<file path="config.mk">
export PLATFORM = sky130hd
export DESIGN_NAME = ram_arbiter
export DESIGN_NICKNAME = d
export VERILOG_FILES = /design/src/rtl/ram_arbiter.sv
export SDC_FILE = /design/constraint.sdc
export NUM_CORES = 1
export LEC_CHECK = 0
export BUFFER_PORTS_ARGS = -buffer_cell sky130_fd_sc_hd__buf_2
export CAP_MARGIN = 30
export CORE_ASPECT_RATIO = 0.9
export CORE_MARGIN = 10
export CORE_UTILIZATION = 48
export CTS_BUF_LIST = sky130_fd_sc_hd__clkbuf_16
export DETAILED_ROUTE_END_ITERATION = 10
export PLACE_DENSITY = 0.81
export SYNTH_ARGS = -nofsm -noshare
export SYNTH_HDL_FRONTEND = slang
export SYNTH_SLANG_ARGS = --single-unit
</file>
<file path="constraint.sdc">
create_clock -name i_clk -period 2.2 [get_ports i_clk]
set_input_delay 0.11 -clock i_clk [delete_from_list [all_inputs] [get_ports i_clk]]
set_output_delay 0.11 -clock i_clk [all_outputs]
set_load 0.05 [all_outputs]
</file>
<file path="src/rtl/ram_arbiter.sv">
// Two-master round-robin arbiter and sequencer for a single-port synchronous RAM,
// with a clear sweep that writes CLEAR_VAL to every word.
module ram_arbiter #(
    parameter int                ADDR_W    = 3,
    parameter int                DATA_W    = 4,
    parameter logic [DATA_W-1:0] CLEAR_VAL = '0
) (
    input  logic              i_clk,
    input  logic              i_rst_n,
    input  logic              i_clear,
    output logic              o_busy,
    input  logic              i_req0,
    input  logic              i_req1,
    input  logic              i_we0,
    input  logic              i_we1,
    input  logic [ADDR_W-1:0] i_addr0,
    input  logic [ADDR_W-1:0] i_addr1,
    input  logic [DATA_W-1:0] i_wdata0,
    input  logic [DATA_W-1:0] i_wdata1,
    output logic              o_ack0,
    output logic              o_ack1,
    output logic [DATA_W-1:0] o_rdata0,
    output logic [DATA_W-1:0] o_rdata1,
    output logic              o_ram_write_en,
    output logic [ADDR_W-1:0] o_ram_addr,
    output logic [DATA_W-1:0] o_ram_write_data,
    input  logic [DATA_W-1:0] i_ram_read_data
);

    typedef enum logic [1:0] {
        S_IDLE   = 2'd0,
        S_ACCESS = 2'd1,
        S_RESP   = 2'd2,
        S_CLEAR  = 2'd3
    } state_t;

    localparam logic [ADDR_W-1:0] LAST_ADDR = '1;

    state_t            r_state;
    logic              r_ptr;        // 0: master 0 wins a tie, 1: master 1 wins a tie
    logic              r_win;        // master owning the transaction in flight
    logic              r_txn_we;
    logic              r_clear_pend;
    logic              r_busy;
    logic              r_ack0;
    logic              r_ack1;
    logic [DATA_W-1:0] r_rdata0;
    logic [DATA_W-1:0] r_rdata1;
    logic              r_ram_we;
    logic [ADDR_W-1:0] r_ram_addr;
    logic [DATA_W-1:0] r_ram_wdata;

    logic              w_grant1;
    logic              w_sel_we;
    logic [ADDR_W-1:0] w_sel_addr;
    logic [DATA_W-1:0] w_sel_wdata;

    always_comb begin
        w_grant1    = i_req1 & (~i_req0 | r_ptr);
        w_sel_we    = w_grant1 ? i_we1    : i_we0;
        w_sel_addr  = w_grant1 ? i_addr1  : i_addr0;
        w_sel_wdata = w_grant1 ? i_wdata1 : i_wdata0;
    end

    always_ff @(posedge i_clk or negedge i_rst_n) begin
        if (!i_rst_n) begin
            r_state      <= S_IDLE;
            r_ptr        <= 1'b0;
            r_win        <= 1'b0;
            r_txn_we     <= 1'b0;
            r_clear_pend <= 1'b0;
            r_busy       <= 1'b0;
            r_ack0       <= 1'b0;
            r_ack1       <= 1'b0;
            r_rdata0     <= '0;
            r_rdata1     <= '0;
            r_ram_we     <= 1'b0;
            r_ram_addr   <= '0;
            r_ram_wdata  <= '0;
        end else begin
            r_ack0 <= 1'b0;
            r_ack1 <= 1'b0;
            case (r_state)
                S_IDLE: begin
                    if (i_clear || r_clear_pend) begin
                        r_state     <= S_CLEAR;
                        r_busy      <= 1'b1;
                        r_ram_addr  <= '0;
                        r_ram_wdata <= CLEAR_VAL;
                        r_ram_we    <= 1'b1;
                    end else if (i_req0 || i_req1) begin
                        r_state     <= S_ACCESS;
                        r_win       <= w_grant1;
                        r_txn_we    <= w_sel_we;
                        r_ram_we    <= w_sel_we;
                        r_ram_addr  <= w_sel_addr;
                        r_ram_wdata <= w_sel_wdata;
                    end
                end
                S_ACCESS: begin
                    r_ram_we <= 1'b0;
                    if (i_clear) r_clear_pend <= 1'b1;
                    r_state <= S_RESP;
                end
                S_RESP: begin
                    if (i_clear) r_clear_pend <= 1'b1;
                    if (r_win) begin
                        r_ack1 <= 1'b1;
                        if (!r_txn_we) r_rdata1 <= i_ram_read_data;
                    end else begin
                        r_ack0 <= 1'b1;
                        if (!r_txn_we) r_rdata0 <= i_ram_read_data;
                    end
                    r_ptr   <= ~r_win;
                    r_state <= S_IDLE;
                end
                S_CLEAR: begin
                    // A clear requested mid-sweep is absorbed by the sweep already running.
                    if (i_clear) r_clear_pend <= 1'b1;
                    if (r_ram_addr == LAST_ADDR) begin
                        r_ram_we     <= 1'b0;
                        r_busy       <= 1'b0;
                        r_clear_pend <= 1'b0;
                        r_state      <= S_IDLE;
                    end else begin
                        r_ram_addr <= r_ram_addr + 1'b1;
                    end
                end
                default: r_state <= S_IDLE;
            endcase
        end
    end

    assign o_busy           = r_busy;
    assign o_ack0           = r_ack0;
    assign o_ack1           = r_ack1;
    assign o_rdata0         = r_rdata0;
    assign o_rdata1         = r_rdata1;
    assign o_ram_write_en   = r_ram_we;
    assign o_ram_addr       = r_ram_addr;
    assign o_ram_write_data = r_ram_wdata;

endmodule

</file>
# Yosys cells after proc, flatten, opt, wreduce, memory -nomap -nowiden

Index checks and enable logic that the tools add are counted.

Flip-flop bits (word level): 25
Output and inout port bits: 19
Logic and storage cells: 70
Bits of input ports: 25

Reductions and logical operators: 16
Multiplexer cells: 26
Bitwise operators: 6
Eq/ne operators: 8
Add/subtract/negate cells: 1

Operators by type and width:

| cell                                                 | number |
|---|---|
| AND reduction 3 bit                                  | 6 |
| two-way mux 3 bit                                    | 4 |
| two-way mux 4 bit                                    | 3 |
| two-way mux 1 bit                                    | 11 |
| one-hot mux 2 bit (4 select lines)                   | 1 |
| two-way mux 2 bit                                    | 3 |
| inequality test 2 bit (second input constant)        | 3 |
| one-hot mux 3 bit (2 select lines)                   | 1 |
| nonzero test 2 bit                                   | 3 |
| equality test 2 bit (second input constant)          | 2 |
| NOT 1 bit                                            | 4 |
| one-hot mux 1 bit (2 select lines)                   | 2 |
| AND reduction 2 bit                                  | 2 |
| adder 3 x 1 -> 3 bit (second input constant)         | 1 |
| equality test 3 bit (second input constant)          | 1 |
| inequality test 3 bit (second input constant)        | 1 |
| one-hot mux 1 bit (3 select lines)                   | 1 |
| nonzero test 3 bit                                   | 1 |
| equality test 2 x 1 -> 1 bit (second input constant) | 1 |
| zero test 2 bit                                      | 1 |
| logical OR 1 bit                                     | 2 |
| OR reduction 2 bit                                   | 1 |
| bitwise AND 1 bit                                    | 1 |
| bitwise OR 1 bit                                     | 1 |

# Longest topological paths before layout

Depth in word-level cells: 7
Depth in mapped cells: 8

# Worst setup path after synthesis

No wires, ideal clock.

Kind: register to register
Start point: register r_ram_addr[0], in the netlist o_ram_addr[0]
End point: register r_ram_addr[0], in the netlist o_ram_addr[0]
Path slack: 0.353 ns
Arrival time: 1.718 ns
Buffers on the path: 0
Stages on the path, launching flop included: 8
Data required time: 2.072 ns
Path through: dfrtp_1 > ha_1 > ha_1 > nand3b_1 > and2_4 > inv_2 > mux2i_1 > o31ai_1

Cells in the longest elaborated chain, start to end: 3
Elaborated cells on any way between the ends: 6

Ends and longest elaborated chain:

| element                                                                          | line     | RTL |
|---|---|---|
| start: declaration                                                               | 50       | `logic [ADDR_W-1:0] r_ram_addr;` |
| start signal: assignment                                                         | 96       | `r_ram_addr <= w_sel_addr;` |
| start signal: assignment                                                         | 126      | `r_ram_addr <= r_ram_addr + 1'b1;` |
| adder 3 x 1 -> 3 bit / equality test 3 bit (equally long branches)               | 126, 120 |  |
| two-way mux 3 bit / inequality test 2 bit (equally long branches)                | -        |  |
| one-hot mux 3 bit (2 select lines) / AND reduction 3 bit (equally long branches) | -        |  |

Parallel ways exist; a longest one is shown, timed or not. The select of a mux whose other input is x is not followed.
A chain may end at the register's enable or synchronous reset.

# Worst setup path in the final report

Ends and elaborated chain as after synthesis.

==> qor.csv <==
stage,metric,value,unit
placement,gp_congestion,0.860,
detailed_routing,vias,978,
sta,fmax,577,MHz
critical_path,timing.rr.end,o_ram_addr[0]$_DFFE_PN0P_,
sta,setup_violations,0,
cts,cts.repair.resized,0,
power_and_ir_drop,p_leak,0.763,nW
critical_path,cp_num_buf_inv,1,
critical_path,cp-end-kind,flop,
cts,cts.path.max_buffers,2,
cts,hold_buffers,1,
hold_path,hold-path-endpoint,o_rdata0[1]$_DFFE_PN0P_,
placement,numPortBuffers,43,
cts,cts_tree,built,
yosys,yosysWarnings,0,
detailed_routing,vias_per_cell,5.37,
layout,nets,182,
layout,multi_input_area,519,um2
global_routing,grt_pass1_wl,4760,um
hold_path,hold_class,primary input to flop,
power_and_ir_drop,irDropWorstVdd,0.00101,V
power_and_ir_drop,powerDensity,1600,nW/um2
sta,fin_crit_sh,0.788,
detailed_routing,wl_per_cell,15.5,um
critical_path,startpoint_type,flop,
layout,finalNonFillerCells,182,
critical_path,regToRegStartpoint,o_ram_addr[0]$_DFFE_PN0P_,
sta,rsz0062_at_grt,false,
detailed_routing,drtPass1Iterations,4,
sta,hold_violations,0,
detailed_routing,drcViolationCount,0,
cts,cts_buffers,3,
cts,clk_root_buffer_cell,clkbuf_16,
yosys,avgSynthCellArea,10.8,um2
layout,seqCellArea,626,um2
floorplanning,die_h,67.2,um
critical_path,reg2reg_depth,7,
global_routing,overflow,0,
detailed_routing,routed_wl,2830,um
global_routing,grt_usage,0.121,
yosys,synth.ff_latch_count,25,
critical_path,slowest_stage,dfrtp_1,
detailed_routing,wl_met3,253,um
critical_path,ff2ff_setup_slack,0.47,ns
placement,place_hpwl,2270,um
hold_path,worstHoldStart,i_ram_read_data[1],
cts,cts_setup_buffers,0,
sta,worstMarginPinSlew,0.546,ns
critical_path,crit_fanout,4,
critical_path,cp.required,2.34,ns
critical_path,cpMostUsedCell,ha_1,
cts,cts.clk_slew.worst_paths,0.06,ns
yosys,syn_area,1190,um2
detailed_routing,dr_wl_met2,1430,um
yosys,syn_nets,137,
critical_path,slowest_delay,0.42,ns
global_routing,grt_max_degree,26,
detailed_routing,wl_met1,1110,um
outcome,status,finished clean,
layout,drive_above_1_share,0.390,
detailed_routing,drtIter0Drc,34,
placement,dp.cells,177,
floorplanning,die_w,72.5,um
critical_path,worstSetupPathType,flop to flop,
flow_run,drv_cap,0,
layout,syn2layout_area_growth,26.1,%
sta,fin_hold_ws,0.101,ns
sta,slew_viol_final,0,
floorplanning,start_util,0.495,
floorplanning,ios,44,
cts,clk_latency,0.26,ns
yosys,yosysSeqAreaShare,0.526,
sta,slew_headroom,0.636,
critical_path,crit_chain,ha_1 -> ha_1 -> nand3b_1 -> and2_4 -> inv_2 -> mux2i_1 -> o31ai_1,
placement,placed_area,1410,um2
sta,setup_tns,0,ns
critical_path,cp_top_family,flip-flops,
detailed_routing,top_layer,met4,
layout,n_antenna_cell,0,
floorplanning,design.core.area,2400,um2
critical_path,worstPathArrival,1.87,ns
yosys,yosysUniqueCellTypes,29,
layout,final_area,1500,um2
floorplanning,die_area,4870,um2
global_routing,grt_pass1_vias,1025,
sta,period_minus_slack,1.73,ns
hold_path,whs_path_depth,2,
cts,cts_sinks,25,
layout,nFillCells,203,
yosys,synth_cells,110,
global_routing,antenna_found_initial,0,
sta,finClkSkew,0.00575,ns
cts,cts_max_level,1,
detailed_routing,antenna_left,0,
floorplanning,rows,17,
## routing by layer
metal	track usage	vias up
li1	-	474
met1	0.140	458
met2	0.204	41
met3	0.0454	5
met4	0.0427	0
met5	0	-
## cells by family (layout without fill, tap and decap cells)
kind of cell	Yosys count	after routing	share of synthesized area
adders and majority gates	2	2	0.0210
muxes	14	14	0.126
and+or+nand+nor	35	35	0.154
AOI/OAI and AO/OA	26	26	0.136
DFF	25	25	0.526
buffers and inverters	8	52	0.0368
## through the flow
stage               setup slack, ns  power (mW)   util
floorplan                     0.353        1.75      -
global placement              0.573        1.98  0.587
detailed placement            0.488        2.02  0.587
CTS                           0.490        2.41  0.624
global route                  0.423        2.54  0.624
finish                        0.467        2.39  0.624
## worst max-delay path by stage
| stage | from | end | slack [ns] | depth (start not counted) |
|---|---|---|---|---|
| after global placement | o_ram_addr[0]$_DFFE_PN0P_ | o_ram_addr[0]$_DFFE_PN0P_ | 0.57 | 7 |
| after global routing | o_ram_addr[0]$_DFFE_PN0P_ | o_ram_addr[0]$_DFFE_PN0P_ | 0.42 | 7 |
| after floorplan | o_ram_addr[0]$_DFFE_PN0P_ | o_ram_addr[0]$_DFFE_PN0P_ | 0.35 | 7 |
| final | o_ram_addr[0]$_DFFE_PN0P_ | o_ram_addr[0]$_DFFE_PN0P_ | 0.47 | 7 |
| after CTS | o_ram_addr[0]$_DFFE_PN0P_ | o_ram_addr[0]$_DFFE_PN0P_ | 0.49 | 7 |
| after detailed placement | o_ram_addr[0]$_DFFE_PN0P_ | o_ram_addr[0]$_DFFE_PN0P_ | 0.49 | 7 |
## synthesized netlist by cell type, drive strengths merged
cell type | n | area (um2)
a21o | 1 | 7.51
a21oi | 5 | 25.0
o21ai | 11 | 55.1
nand3b | 3 | 22.5
and2b | 1 | 7.51
o22a | 2 | 17.5
dfrtp | 25 | 626
nor2 | 8 | 30.0
buf | 4 | 28.8
nor3 | 3 | 25.0
inv | 4 | 15.0
o21a | 3 | 22.5
nand2b | 4 | 25.0
mux2 | 8 | 90.1
a22o | 1 | 8.76
and2 | 1 | 8.76
a31oi | 1 | 6.26
ha | 2 | 25.0
o221a | 1 | 11.3
nand2 | 12 | 45.0
or2 | 1 | 6.26
mux2i | 6 | 60.1
o31ai | 1 | 7.51
nor4 | 2 | 12.5
## power breakdown
group / switching, mW / leakage (nW) / total, mW / internal [mW]
combinational: 0.818 / 0.411 / 1.21 / 0.390
clock: 0.149 / 0.0423 / 0.392 / 0.243
sequential: 0.149 / 0.309 / 0.794 / 0.645
total: 1.12 / 0.763 / 2.39 / 1.28
## final cells by class
type	instances	share of cell area
sequential	25	0.417
multi-input combinational	77	0.346
timing repair buffer	44	0.150
clock buffer	3	0.0501
tap	28	0.0234
inverter	4	0.0100
clock inverter	1	0.00250
## state kept, by name (all words and copies together) (netlist names)
name              cells
o_ram_write_data      4
o_rdata0              4
o_rdata1              4
o_ram_addr            3
r_state               2
o_ack0                1
o_ack1                1
o_busy                1
o_ram_write_en        1
r_clear_pend          1
r_ptr                 1
r_txn_we              1
r_win                 1
## placed cells by master, fill, tap and decap left out, drive strengths merged
| cell type | instances |
|---|---|
| buf | 43 |
| dfrtp | 25 |
| nand2 | 12 |
| o21ai | 11 |
| nor2 | 8 |
| mux2 | 8 |
| mux2i | 6 |
| a21oi | 5 |
| inv | 5 |
| nand2b | 4 |
| nand3b | 3 |
| o21a | 3 |
| clkbuf | 3 |
| nor3 | 3 |
| nor4 | 2 |
| o22a | 2 |
| ha | 2 |
| and2b | 1 |
| and2 | 1 |
| o31ai | 1 |
| a21o | 1 |
| or2 | 1 |
| a31oi | 1 |
| o221a | 1 |
| a22o | 1 |
| dlygate4sd3 | 1 |
Note: power is estimated with default switching activity, not from simulation.
